File: src/rtl/capture_ctrl.sv
// Capture sequencer: merges enabled trigger pulses and steps a circular sample-RAM
// write pointer through pre-fill, armed and post-trigger phases, then reports the oldest slot.
module capture_ctrl #(
    parameter int ENTRIES = 384,
    parameter int AW      = 9
) (
    input  logic          clk,
    input  logic          rst_n,
    input  logic          run,
    input  logic          abort,
    input  logic          wrt_smpl,
    input  logic          SPItrig,
    input  logic          UARTtrig,
    input  logic [4:0]    chTrig,
    input  logic [6:0]    trig_cfg,
    input  logic [AW-1:0] trig_pos,
    output logic          we,
    output logic [AW-1:0] waddr,
    output logic          armed,
    output logic          triggered,
    output logic          capture_done,
    output logic [AW-1:0] start_addr
);

    typedef enum logic [2:0] {S_IDLE, S_FILL, S_ARMED, S_POST, S_DONE} state_t;
    typedef logic [AW-1:0] addr_t;
    typedef logic [AW:0]   cnt_t;

    state_t r_state, w_state_nxt;
    addr_t  r_waddr, r_post_cnt, r_start_addr;
    cnt_t   r_pre_cnt;
    logic   r_armed, r_triggered, r_done;

    logic   w_trig_any, w_we, w_restart, w_abort, w_arm, w_trig, w_done;
    addr_t  w_waddr_inc;
    cnt_t   w_fill_target, w_pre_inc;

    assign w_trig_any    = |(trig_cfg & {SPItrig, UARTtrig, chTrig});
    assign w_waddr_inc   = (r_waddr == addr_t'(ENTRIES - 1)) ? '0 : r_waddr + addr_t'(1);
    // Pre-trigger region size; computed one bit wider so ENTRIES itself is representable.
    assign w_fill_target = cnt_t'(ENTRIES) - {1'b0, trig_pos};
    assign w_pre_inc     = r_pre_cnt + cnt_t'(1);

    always_ff @(posedge clk or negedge rst_n) begin
        if (!rst_n) r_state <= S_IDLE;
        else        r_state <= w_state_nxt;
    end

    // NOTE: every output of this block gets a default first so no latch is inferred.
    always_comb begin
        w_state_nxt = r_state;
        w_we        = 1'b0;
        w_restart   = 1'b0;
        w_abort     = 1'b0;
        w_arm       = 1'b0;
        w_trig      = 1'b0;
        w_done      = 1'b0;
        if (abort) begin
            w_abort     = 1'b1;
            w_state_nxt = S_IDLE;
        end else if (run) begin
            w_restart   = 1'b1;
            w_state_nxt = S_FILL;
        end else begin
            case (r_state)
                S_FILL: begin
                    w_we = wrt_smpl;
                    if (wrt_smpl && (w_pre_inc == w_fill_target)) begin
                        w_arm       = 1'b1;
                        w_state_nxt = S_ARMED;
                    end
                end
                S_ARMED: begin
                    w_we = wrt_smpl;
                    if (w_trig_any) begin
                        w_trig = 1'b1;
                        if (trig_pos == '0) begin
                            w_done      = 1'b1;
                            w_state_nxt = S_DONE;
                        end else begin
                            w_state_nxt = S_POST;
                        end
                    end
                end
                S_POST: begin
                    w_we = wrt_smpl;
                    if (wrt_smpl && ((r_post_cnt + addr_t'(1)) == trig_pos)) begin
                        w_done      = 1'b1;
                        w_state_nxt = S_DONE;
                    end
                end
                default: ;
            endcase
        end
    end

    // NOTE: sequential state uses non-blocking assignments so all registers update together.
    always_ff @(posedge clk or negedge rst_n) begin
        if (!rst_n) begin
            r_waddr      <= '0;
            r_pre_cnt    <= '0;
            r_post_cnt   <= '0;
            r_start_addr <= '0;
            r_armed      <= 1'b0;
            r_triggered  <= 1'b0;
            r_done       <= 1'b0;
        end else if (w_abort) begin
            r_armed     <= 1'b0;
            r_triggered <= 1'b0;
            r_done      <= 1'b0;
        end else if (w_restart) begin
            r_waddr     <= '0;
            r_pre_cnt   <= '0;
            r_post_cnt  <= '0;
            r_armed     <= 1'b0;
            r_triggered <= 1'b0;
            r_done      <= 1'b0;
        end else begin
            if (w_we) begin
                r_waddr <= w_waddr_inc;
                // The write in the trigger cycle still counts as pre-trigger.
                if (r_state == S_POST)
                    r_post_cnt <= r_post_cnt + addr_t'(1);
                else if (r_pre_cnt != cnt_t'(ENTRIES))
                    r_pre_cnt <= w_pre_inc;
            end
            if (w_arm)  r_armed     <= 1'b1;
            if (w_trig) r_triggered <= 1'b1;
            if (w_done) begin
                r_done       <= 1'b1;
                r_start_addr <= w_we ? w_waddr_inc : r_waddr;
            end
        end
    end

    assign we           = w_we;
    assign waddr        = r_waddr;
    assign armed        = r_armed;
    assign triggered    = r_triggered;
    assign capture_done = r_done;
    assign start_addr   = r_start_addr;

endmodule
File: config.mk
export PLATFORM = sky130hd
export DESIGN_NAME = capture_ctrl
export DESIGN_NICKNAME = d
export VERILOG_FILES = /design/src/rtl/capture_ctrl.sv
export SDC_FILE = /design/constraint.sdc
export NUM_CORES = 1
export LEC_CHECK = 0
export ABC_CLOCK_PERIOD_IN_PS = 3800
export BUFFER_PORTS_ARGS = -buffer_cell sky130_fd_sc_hd__buf_2
export CAP_MARGIN = 25
export CELL_PAD_IN_SITES_DETAIL_PLACEMENT = 1
export CELL_PAD_IN_SITES_GLOBAL_PLACEMENT = 2
export CORE_ASPECT_RATIO = 0.7
export CORE_MARGIN = 2
export CORE_UTILIZATION = 32
export DETAILED_ROUTE_END_ITERATION = 6
export MAX_ROUTING_LAYER = met4
export PLACE_DENSITY = 0.77
export SYNTH_ARGS = -nofsm -noshare
export SYNTH_HDL_FRONTEND = slang
export SYNTH_SLANG_ARGS = --single-unit
export TNS_END_PERCENT = 100
File: constraint.sdc
create_clock -name clk -period 3.8 [get_ports clk]
set_input_delay 0.38 -clock clk [delete_from_list [all_inputs] [get_ports clk]]
set_output_delay 0.38 -clock clk [all_outputs]
set_load 0.05 [all_outputs]
Word-level counts from Yosys, hierarchy flattened:

Cells that the tools add are included.
W data, S select, Z words.

* add/sub/neg operators: 4
* eq/ne operators: 11
* mux-type cells: 46
* bitwise operators: 3
* reductions and logical operators: 16

Operator list (number)
* $mux W9: 6
* $mux W10: 4
* $mux W1: 28
* $add A9 B1 Y9 const B: 2
* $mux W3: 6
* $ne A4 B4 Y1 const B: 3
* $add A10 B1 Y10 const B: 1
* $eq A10 B10 Y1: 1
* $ne A10 B9 Y1 const B: 1
* $sub A9 B9 Y10 const A: 1
* $eq A9 B9 Y1: 1
* $eq A9 B9 Y1 const B: 1
* $logic_not A9 Y1: 1
* $pmux W3 S3: 1
* $reduce_bool A3 Y1: 3
* $reduce_and A4 Y1: 2
* $and A7 B7 Y7: 1
* $reduce_or A7 Y1: 1
* $eq A3 B2 Y1 const B: 2
* $reduce_and A3 Y1: 2
* $reduce_bool A2 Y1: 3
* $reduce_bool A5 Y1: 1
* $eq A3 B1 Y1 const B: 1
* $reduce_or A3 Y1: 1
* 4 further kinds: 6

* flip-flop bits (word level): 43
* input bits: 28
* output and inout bits: 22
* logic and storage cells: 88

Logic depth before layout (Yosys ltp):

Gate-level depths: netlist (run 1).

* depth in word-level cells: 10
* mapped depth: 10
* depth with buffers taken out: 9

Least setup slack after synthesis (run 1):

OpenSTA, ideal clock, no wires.

* kind: input-to-reg
* start point: input abort
* end point: register r_start_addr[5], in the netlist start_addr[5]
* library setup time: 125 ps
* arrival: 2350 ps
* required time: 3675 ps
* setup slack: 1324 ps
* stages on the path: 10
* path buffers: 3
* path through: buf_2 nor2_4 nor4bb_1 buf_2 and4_1 clkbuf_1 and3_1 xnor2_1 nor2_1 mux2_4

* elaborated cells between the ends (all ways): 8
* those cells by class: 5 x mux; 2 x bitwise; 1 x reduce/logical

RTL lines
* from (decl): line 10 `input logic abort,`
* $mux W1: line 58 `if (abort) begin`
* named net we: line 17 `output logic we,`
* $mux W9
* to (signal assigned): line 131 `r_start_addr <= w_we ? w_waddr_inc : r_waddr;`
* to (decl): line 30 `addr_t r_waddr, r_post_cnt, r_start_addr;`

The timed path passes the listed nets, and every way through them passes these cells.
A chain may end at the register's enable or synchronous reset.

Final worst setup path (run 1):

* start point: register r_post_cnt[0]
* end point: register r_start_addr[6], in the netlist start_addr[6]

* cells in the longest elaborated chain, start to end: 8

RTL lines
* from (decl): line 30
* from (signal assigned): line 123 `r_post_cnt <= r_post_cnt + addr_t'(1);`
* $add A9 B1 Y9: line 87 `if (wrt_smpl && ((r_post_cnt + addr_t'(1)) == trig_pos)) begin`
* $eq A9 B9 Y1: line 87
* $logic_and A1 B1 Y1: line 87
* $mux W1: line 87
* $pmux W1 S2: line 65 `case (r_state)`
* $mux W1: line 61 `end else if (run) begin`
* $mux W1: line 58
* $reduce_and A3 Y1 (no source line)

No other way between the ends.

==> results of run 1 <==
report_power, final:
part           leakage [uW]  switching (uW)  total [uW]  internal (uW)
registers          0.000592            13.9         480            466
logic              0.000900            96.6         158           61.2
clock network     0.0000664             198         444            246
placed cells by master (no fill, tap or decap), types with 2 or more instances in the layout:
master,n
buf_4,2
mux2i_1,4
and4_1,2
xnor2_1,34
nand2_1,30
o31ai_1,8
nand4_1,7
ha_1,5
dfrtp_1,43
nand2b_1,5
mux2_4,7
nand3_1,12
nor3_1,14
nor2b_1,7
nor2_1,29
xor2_1,11
nor3b_1,3
inv_1,12
a22oi_1,3
clkbuf_16,5
or3b_1,2
o21a_1,3
clkinvlp_4,2
nor4_1,4
a21boi_1,2
o21ai_0,21
buf_2,49
a22o_1,3
and3_1,10
a21oi_1,6
a211o_1,2
layer usage:
metal	vias to the layer above	track usage [%]	part of all wire, %
met5	-	-	0
met4	0	3.53	0.67
met3	5	3.70	3.8
met2	39	26.1	42
met1	1306	25.9	54
li1	1288	-	-
flip-flops by register name, summed over array words and instances (netlist names):
register	count
capture_done	1
waddr	9
armed	1
r_post_cnt	9
start_addr	9
triggered	1
r_pre_cnt	10
r_state	3
metrics by stage:
stage	instance area (sq um)	setup slack, ns	util (%)	power [uW]
2_1_floorplan	3020	1.32	-	587
3_3_place_gp	3350	1.06	36.8	640
3_5_place_dp	3370	0.974	37.0	648
4_1_cts	3520	0.926	38.6	1100
5_1_grt	3520	0.614	38.6	1130
6_report	3520	0.978	38.6	1080
layout make-up:
type                            instances  area share, %
Multi-Input combinational cell        265           51.4
Inverter                               13           1.39
Clock inverter                          3          0.676
Tap cell                              124           4.41
Clock buffer                            5           3.56
Timing Repair Buffer                   52           7.97
Sequential cell                        43           30.6
how the worst max path moves through the flow:
stage / cells past startpoint / startpoint / slack, ns / endpoint
final: 8 / r_post_cnt[0] / 0.98 / start_addr[6]
after global routing: 8 / r_pre_cnt[0] / 0.61 / armed
after CTS: 8 / r_post_cnt[0] / 0.93 / start_addr[6]
after detailed placement: 8 / r_post_cnt[0] / 0.97 / start_addr[6]
after global placement: 8 / r_post_cnt[0] / 1.06 / start_addr[6]
after floorplan: 10 / abort / 1.32 / start_addr[5]
cell families after synthesis:
| kind of cell | count (synthesis) | share of synthesized area [%] |
|---|---|---|
| mux | 13 | 5.55 |
| flops | 43 | 35.6 |
| compound gates | 61 | 13.8 |
| simple gates | 141 | 25.4 |
| xor+xnor | 45 | 13.1 |
| fa+ha+maj | 5 | 2.07 |
| buf+inv | 31 | 4.48 |
==> impl_metrics.env, run 1 <==
export IMPL_outcome="completed"
export IMPL_root_buffer="clkbuf_16"
export IMPL_final_layout_size_suffix_gt1_share_pct=20.5
export IMPL_required_ns=3.98
export IMPL_tightest_slew_ns=1.02
export IMPL_die_h_um=85.3
export IMPL_syn_instance_count=339
export IMPL_cts_sinks=43
export IMPL_wirelength_mm=8.52
export IMPL_gr_total_overflow=0
export IMPL_nFillCells=1053
export IMPL_rr_worst_depth=8
export IMPL_clockBufferDepth=2
export IMPL_cp_arrival_ns=3.00
export IMPL_worstSetupPathType="flip-flop to flip-flop"
export IMPL_critical_path_max_stage_delay_ns=0.51
export IMPL_setup_violations=0
export IMPL_fp_dieArea_sq_um=10200
export IMPL_timing_rr_start="r_post_cnt[0]"
export IMPL_synth_top_area_share_pct=35.6
export IMPL_yosysTopAreaCell="dfrtp_1"
export IMPL_rrSetupSlack_ns=0.98
export IMPL_stdcell_count=505
export IMPL_antenna_found_initial=0
export IMPL_hold_buffers=0
export IMPL_period_share_pct=74.3
export IMPL_multiInputGateArea_sq_um=1810
export IMPL_wl_per_cell_um=16.9
export IMPL_coreArea_sq_um=9110
export IMPL_slowest_stage="or4b_1"
export IMPL_relSlewSlack_pct=31.5
export IMPL_ys_warn_count=0
export IMPL_ys_seq_elements=43
export IMPL_ios=50
export IMPL_fmax_ghz=0.354
export IMPL_syn_to_final_growth_pct=16.5
export IMPL_slew_viol_final=0
export IMPL_grt_max_degree=30
export IMPL_worst_setup_path_end_kind="flip-flop"
export IMPL_synthesis_nets=372
export IMPL_r2r_end="start_addr[6]"
export IMPL_hp_class="input pin to asynchronous set/reset pin"
export IMPL_syn_area_sq_um=3020
export IMPL_cts_tree="yes"
export IMPL_detail_route_drc_violations=0
export IMPL_rsz0062_at_grt="false"
export IMPL_synth_edff_count=0
export IMPL_gp_routability_congestion=0.771
export IMPL_postRouteAntennaNets=0
export IMPL_htree_num_levels=2
export IMPL_grtUsageTotal_pct=18.0
export IMPL_cellPowerDensity_nw_per_um2=307
export IMPL_synth_area_leaders="dfrtp_1 36%, xnor2_1 9.9%, nand2_1 3.7%"
export IMPL_syn_avg_cell_area_sq_um=8.91
export IMPL_drt_pass1_iter_count=4
export IMPL_cts_clk_slew_worst_paths_ns=0.07
export IMPL_hpwlAfterDp_mm=6.50
export IMPL_grt_pass1_wl_mm=14.1
export IMPL_ys_types=62
export IMPL_static_leakage_power_uw=0.00156
export IMPL_cts_setup_buffers=0
export IMPL_cap_violations=0
export IMPL_synthArstFlopShare_pct=100
export IMPL_skew_ns=0.00437
export IMPL_finalCriticalPeriod_ns=2.82
export IMPL_n_antenna_cell=0
export IMPL_synth_commonest_cells="43 x dfrtp_1, 34 x xnor2_1, 30 x nand2_1"
export IMPL_synth_most_common_cell="dfrtp_1"
export IMPL_dp_cells=497
export IMPL_hold_viol=0
export IMPL_critPathBufInv=0
export IMPL_die_x_um=120
export IMPL_grt_pass1_vias=2659
export IMPL_via_per_inst=5.22
export IMPL_crit_path_cell_trace="ha_1 > nor2b_1 > or4b_1 > nand3_1 > o2111ai_1 > o22ai_2 > nand3_2 > mux2_1"
export IMPL_cts_resized=0
export IMPL_ff_latch_area_sq_um=1080
export IMPL_yosysSeqAreaShare_pct=35.6
export IMPL_peakVddDrop_mv=0.181
export IMPL_whs_ns=0.00940
export IMPL_worstPathMaxFanout=11
export IMPL_vias=2638
export IMPL_num_rows=29
export IMPL_drt_iter0_markers=150
export IMPL_synthFlopType="dfrtp_1"
export IMPL_clk_latency_ns=0.29
export IMPL_port_buffers=49
export IMPL_nNetsFinal=413
export IMPL_critPathLaunchType="flip-flop"
export IMPL_initial_core_util_pct=33.2
export IMPL_crit_family="simple AND/OR/NAND/NOR gates"
export IMPL_setup_tns_ns=0
export IMPL_cts_made_buffers=5
Note: power is estimated with default switching activity, not from simulation.
==> inputs of run 2 (changes only) <==
--- a/config.mk
+++ b/config.mk
@@ -5,17 +5,17 @@
 export SDC_FILE = /design/constraint.sdc
 export NUM_CORES = 1
 export LEC_CHECK = 0
-export ABC_CLOCK_PERIOD_IN_PS = 3800
+export ABC_CLOCK_PERIOD_IN_PS = 2300
 export BUFFER_PORTS_ARGS = -buffer_cell sky130_fd_sc_hd__buf_2
 export CAP_MARGIN = 25
 export CELL_PAD_IN_SITES_DETAIL_PLACEMENT = 1
 export CELL_PAD_IN_SITES_GLOBAL_PLACEMENT = 2
 export CORE_ASPECT_RATIO = 0.7
 export CORE_MARGIN = 2
-export CORE_UTILIZATION = 32
+export CORE_UTILIZATION = 31
 export DETAILED_ROUTE_END_ITERATION = 6
 export MAX_ROUTING_LAYER = met4
-export PLACE_DENSITY = 0.77
+export PLACE_DENSITY = 0.78
 export SYNTH_ARGS = -nofsm -noshare
 export SYNTH_HDL_FRONTEND = slang
 export SYNTH_SLANG_ARGS = --single-unit
==> constraint.sdc (replaced) <==
create_clock -name clk -period 2.3 [get_ports clk]
set_input_delay 0.23 -clock clk [delete_from_list [all_inputs] [get_ports clk]]
set_output_delay 0.23 -clock clk [all_outputs]
set_load 0.05 [all_outputs]
==> impl_metrics.env, run 2 (same netlist as run 1, synthesis figures left out) <==
export IMPL_outcome="complete, but fails checks"
export IMPL_violations="negative setup slack"
export IMPL_postRouteAntennaNets=0
export IMPL_vias=2784
export IMPL_largest_reg_flops=10
export IMPL_grt_pass1_vias=2885
export IMPL_cts_tree="yes"
export IMPL_n_antenna_cell=0
export IMPL_grtUsageTotal_pct=18.5
export IMPL_worstPathMaxFanout=6
export IMPL_clockBufferDepth=2
export IMPL_clk_latency_ns=0.29
export IMPL_busiest_layer="met2"
export IMPL_detail_route_drc_violations=0
export IMPL_rr_worst_depth=9
export IMPL_final_common_cell="buf_2"
export IMPL_fp_dieArea_sq_um=10600
export IMPL_drt_pass1_iter_count=4
export IMPL_wl_per_cell_um=16.7
export IMPL_grt_max_degree=35
export IMPL_cts_sinks=43
export IMPL_static_leakage_power_uw=0.00177
export IMPL_fin_util_pct=41.1
export IMPL_critical_path_startpoint="r_post_cnt[0]"
export IMPL_worst_setup_path_end_kind="flip-flop"
export IMPL_cp_arrival_ns=2.52
export IMPL_port_buffers=49
export IMPL_root_buffer="clkbuf_16"
export IMPL_critPathLaunchType="flip-flop"
export IMPL_fmax_ghz=0.427
export IMPL_die_x_um=122
export IMPL_grt_pass1_wl_mm=14.8
export IMPL_finalCriticalPeriod_ns=2.34
export IMPL_die_h_um=86.6
export IMPL_num_rows=30
export IMPL_post_place_ws_ns=-0.0667
export IMPL_skew_ns=0.00561
export IMPL_regMostFlops="r_pre_cnt"
export IMPL_grt_util_met1_pct=26.0
export IMPL_nNetsFinal=447
export IMPL_required_ns=2.48
export IMPL_syn_to_final_growth_pct=30.3
export IMPL_htree_num_levels=2
export IMPL_relSlewSlack_pct=43.8
export IMPL_antenna_found_initial=0
export IMPL_gr_total_overflow=0
export IMPL_cap_violations=0
export IMPL_setup_violations=8
export IMPL_period_share_pct=102
export IMPL_gp_routability_congestion=0.775
export IMPL_ios=50
export IMPL_cts_clk_slew_worst_paths_ns=0.06
export IMPL_worst_slack_ns=-0.0415
export IMPL_cts_made_buffers=5
export IMPL_wirelength_mm=9.08
export IMPL_rsz0062_at_grt="true"
export IMPL_timing_rr_start="r_post_cnt[0]"
export IMPL_hp_class="input pin to asynchronous set/reset pin"
export IMPL_hold_viol=0
export IMPL_drt_iter0_markers=127
export IMPL_setup_tns_ns=-0.301
export IMPL_worstSetupPathType="flip-flop to flip-flop"
export IMPL_grt_use_met3_pct=3.36
export IMPL_use_met2_pct=28.3
export IMPL_hpwlAfterDp_mm=6.83
export IMPL_peakVddDrop_mv=0.245
export IMPL_final_cell_mix="49 x buf_2, 42 x dfrtp_1, 35 x buf_4"
export IMPL_tightest_slew_ns=0.843
export IMPL_initial_core_util_pct=31.5
export IMPL_via_per_inst=5.13
export IMPL_coreArea_sq_um=9570
export IMPL_final_layout_size_suffix_gt1_share_pct=31.6
export IMPL_slew_viol_final=0
export IMPL_stdcell_count=543
export IMPL_dp_cells=533
export IMPL_cellPowerDensity_nw_per_um2=515
export IMPL_p_total_uw=2030
[run 2: layer usage]
metal,wire length [um],vias to the layer above
met2,4050,48
met4,54,0
met3,354,7
met1,4620,1376
met5,0,-
li1,-,1353
[run 2: what timing repair did]
item / 4_1_cts / 5_1_grt
endpoints found under the setup margin: 9 / 12
buffers inserted: 1 / 1
hold buffers: 0 / 0
pin swaps: 4 / 4
resized for setup: 3 / 17
[run 2: through the flow]
stage / hold WS [ns] / cell area (sq um)
3_3_place_gp: 0.389 / 3630
4_1_cts: 0.0921 / 3840
6_report: 0.0488 / 3930
3_5_place_dp: 0.397 / 3630
2_1_floorplan: -0.0656 / 3050
5_1_grt: 0.101 / 3930
[run 2: worst paths after layout]
kind                            endpoint  slack (ns)
setup / recovery           start_addr[7]       -0.04
hold / removal             start_addr[5]        0.05
setup reg to reg           start_addr[7]       -0.04
hold reg to reg             capture_done        0.48
max in group asynchronous  start_addr[8]        1.63
min in group clk               triggered        0.42
[run 2: layout make-up]
class	count	area (sq um)
fillers	1149	5640
multi-input cells	265	1930
flip-flops and latches	43	1080
repair buffers	86	531
well taps	128	160
clock buffers	6	129
clock inverters	2	60.1
inverters	13	48.8
[run 2: where the power goes]
part           internal (uW)  switching (uW)
registers                770            21.1
logic                    124             177
clock network            623             310
[run 2: critical path, cell delays in order, from the launching register on]
cell and delay (ns):
dfrtp_2 0.42, ha_4 0.17, nor2b_4 0.12, or4b_1 0.48, nand3_2 0.11, o2111ai_4 0.13
o22ai_2 0.21, nand3_2 0.13, buf_6 0.17, mux2_4 0.29
==> inputs of run 3 (changes only) <==
--- a/config.mk
+++ b/config.mk
@@ -5,7 +5,7 @@
 export SDC_FILE = /design/constraint.sdc
 export NUM_CORES = 1
 export LEC_CHECK = 0
-export ABC_CLOCK_PERIOD_IN_PS = 2300
+export ABC_CLOCK_PERIOD_IN_PS = 1950
 export BUFFER_PORTS_ARGS = -buffer_cell sky130_fd_sc_hd__buf_2
 export CAP_MARGIN = 25
 export CELL_PAD_IN_SITES_DETAIL_PLACEMENT = 1
==> constraint.sdc (replaced) <==
create_clock -name clk -period 1.95 [get_ports clk]
set_input_delay 0.195 -clock clk [delete_from_list [all_inputs] [get_ports clk]]
set_output_delay 0.195 -clock clk [all_outputs]
set_load 0.05 [all_outputs]
==> impl_metrics.env, run 3 (same netlist as run 1, synthesis figures left out) <==
export IMPL_outcome="complete, but fails checks"
export IMPL_violations="negative setup slack"
export IMPL_wl_per_cell_um=15.7
export IMPL_vias=2906
export IMPL_ff_latch_area_sq_um=1080
export IMPL_htree_num_levels=2
export IMPL_p_comb_share_pct=19.7
export IMPL_r2r_end="start_addr[0]"
export IMPL_num_rows=30
export IMPL_syn_to_final_growth_pct=44.4
export IMPL_p_total_uw=2230
export IMPL_final_common_cell="buf_4"
export IMPL_setup_violations=13
export IMPL_coreArea_sq_um=9570
export IMPL_rrSetupSlack_ns=-0.39
export IMPL_cts_tree="yes"
export IMPL_setup_tns_ns=-4.14
export IMPL_rsz0062_at_grt="true"
export IMPL_grt_max_degree=26
export IMPL_hp_class="input pin to flip-flop"
export IMPL_whs_ns=0.357
export IMPL_clk_latency_ns=0.29
export IMPL_hold_end="triggered"
export IMPL_nNetsFinal=491
export IMPL_slew_viol_final=0
export IMPL_fp_dieArea_sq_um=10600
export IMPL_gp_routability_congestion=0.824
export IMPL_gr_total_overflow=0
export IMPL_finalCriticalPeriod_ns=2.34
export IMPL_p_sw_share_pct=28.6
export IMPL_fmax_ghz=0.427
export IMPL_hold_viol=0
export IMPL_skew_ns=0.00487
export IMPL_ios=50
export IMPL_worstSetupPathType="flip-flop to flip-flop"
export IMPL_worst_setup_path_end_kind="flip-flop"
export IMPL_p_switching_uw=639
export IMPL_rr_worst_depth=9
export IMPL_min_from="abort"
export IMPL_worstPathMaxFanout=6
export IMPL_final_layout_size_suffix_gt1_share_pct=42.0
export IMPL_timing_rr_start="r_post_cnt[1]"
export IMPL_via_per_inst=4.95
export IMPL_seqPwrFrac_pct=41.8
export IMPL_postRouteAntennaNets=0
export IMPL_die_x_um=122
export IMPL_grt_pass1_vias=3011
export IMPL_port_buffers=49
export IMPL_intPower_uw=1590
export IMPL_cellPowerDensity_nw_per_um2=512
export IMPL_cts_made_buffers=5
export IMPL_n_antenna_cell=0
export IMPL_cts_sinks=43
export IMPL_worstHoldPathCells=4
export IMPL_initial_core_util_pct=31.5
export IMPL_critPathLaunchType="flip-flop"
export IMPL_die_h_um=86.6
export IMPL_wirelength_mm=9.24
export IMPL_nFillCells=1137
export IMPL_root_buffer="clkbuf_16"
export IMPL_peakVddDrop_mv=0.272
export IMPL_grtUsageTotal_pct=18.8
export IMPL_required_ns=2.13
export IMPL_multiInputGateArea_sq_um=2040
export IMPL_drt_pass1_iter_count=4
export IMPL_regMostFlops="r_pre_cnt"
export IMPL_clockBufferDepth=2
export IMPL_largest_reg_flops=10
export IMPL_final_cell_mix="76 x buf_4, 49 x buf_2, 39 x dfrtp_1"
export IMPL_relSlewSlack_pct=67.6
export IMPL_cts_clk_slew_worst_paths_ns=0.07
export IMPL_drt_iter0_markers=99
export IMPL_static_leakage_power_uw=0.00197
export IMPL_cp_arrival_ns=2.52
export IMPL_cap_violations=0
export IMPL_antenna_found_initial=0
export IMPL_hpwlAfterDp_mm=7.25
export IMPL_detail_route_drc_violations=0
export IMPL_period_share_pct=120
export IMPL_post_place_ws_ns=-0.434
export IMPL_p_clk_share_pct=38.5
export IMPL_grt_pass1_wl_mm=15.1
export IMPL_tightest_slew_ns=0.484
export IMPL_worst_slack_ns=-0.393
[run 3: how the worst max path moves through the flow]
| stage | startpoint | to | cells past startpoint |
|---|---|---|---|
| floorplan | r_post_cnt[0] | start_addr[0] | 9 |
| global placement | r_post_cnt[0] | start_addr[2] | 9 |
| detailed placement | r_post_cnt[1] | start_addr[0] | 9 |
| CTS | r_post_cnt[1] | start_addr[6] | 9 |
| global route | r_post_cnt[1] | start_addr[7] | 9 |
| finish | r_post_cnt[1] | start_addr[0] | 9 |
[run 3: timing repair]
item                                    4_1_cts  5_1_grt
hold buffers                                  1        0
endpoints found under the setup margin       17       28
resized for setup                            12       29
setup buffers                                 1        6
pin swaps                                     6       18
hold endpoints to repair                     18        0
[run 3: final cells by class]
cell class / instances / area share, %
multi-input combinational: 265 / 46.8
sequential: 43 / 24.8
timing repair buffer: 130 / 20.2
tap: 128 / 3.67
clock buffer: 5 / 2.87
inverter: 13 / 1.12
clock inverter: 3 / 0.545
[run 3: power by group through the flow]
stage	combinational, uW	clock, uW	sequential (uW)
after floorplan	184	0	968
after global placement	379	0	944
after detailed placement	388	0	945
after CTS	407	887	929
after global routing	484	921	935
final	439	859	932
[run 3: metrics by stage]
step / instance area (sq um) / util [%] / std cells
global route: 4360 / 45.6 / 587
detailed placement: 3960 / 41.4 / 571
finish: 4360 / 45.6 / 587
floorplan: 3100 / - / 339
CTS: 4190 / 43.8 / 581
global placement: 3960 / 41.4 / 571
[run 3: metal layers]
metal / vias up / part of all wire (%) / GRT usage (%)
met5: - / 0 / -
met4: 0 / 0.60 / 2.72
met3: 8 / 3.4 / 3.22
met2: 34 / 44 / 28.8
met1: 1418 / 52 / 26.6
li1: 1446 / - / -
[run 3: critical path, cell delays in order (launching register included)]
cell       delay [ns]
dfrtp_1          0.41
ha_4             0.18
nor2b_4          0.12
or4b_1           0.48
nand3_1          0.10
o2111ai_2        0.15
o22ai_2          0.19
nand3_2          0.11
buf_4            0.19
mux2_4           0.30
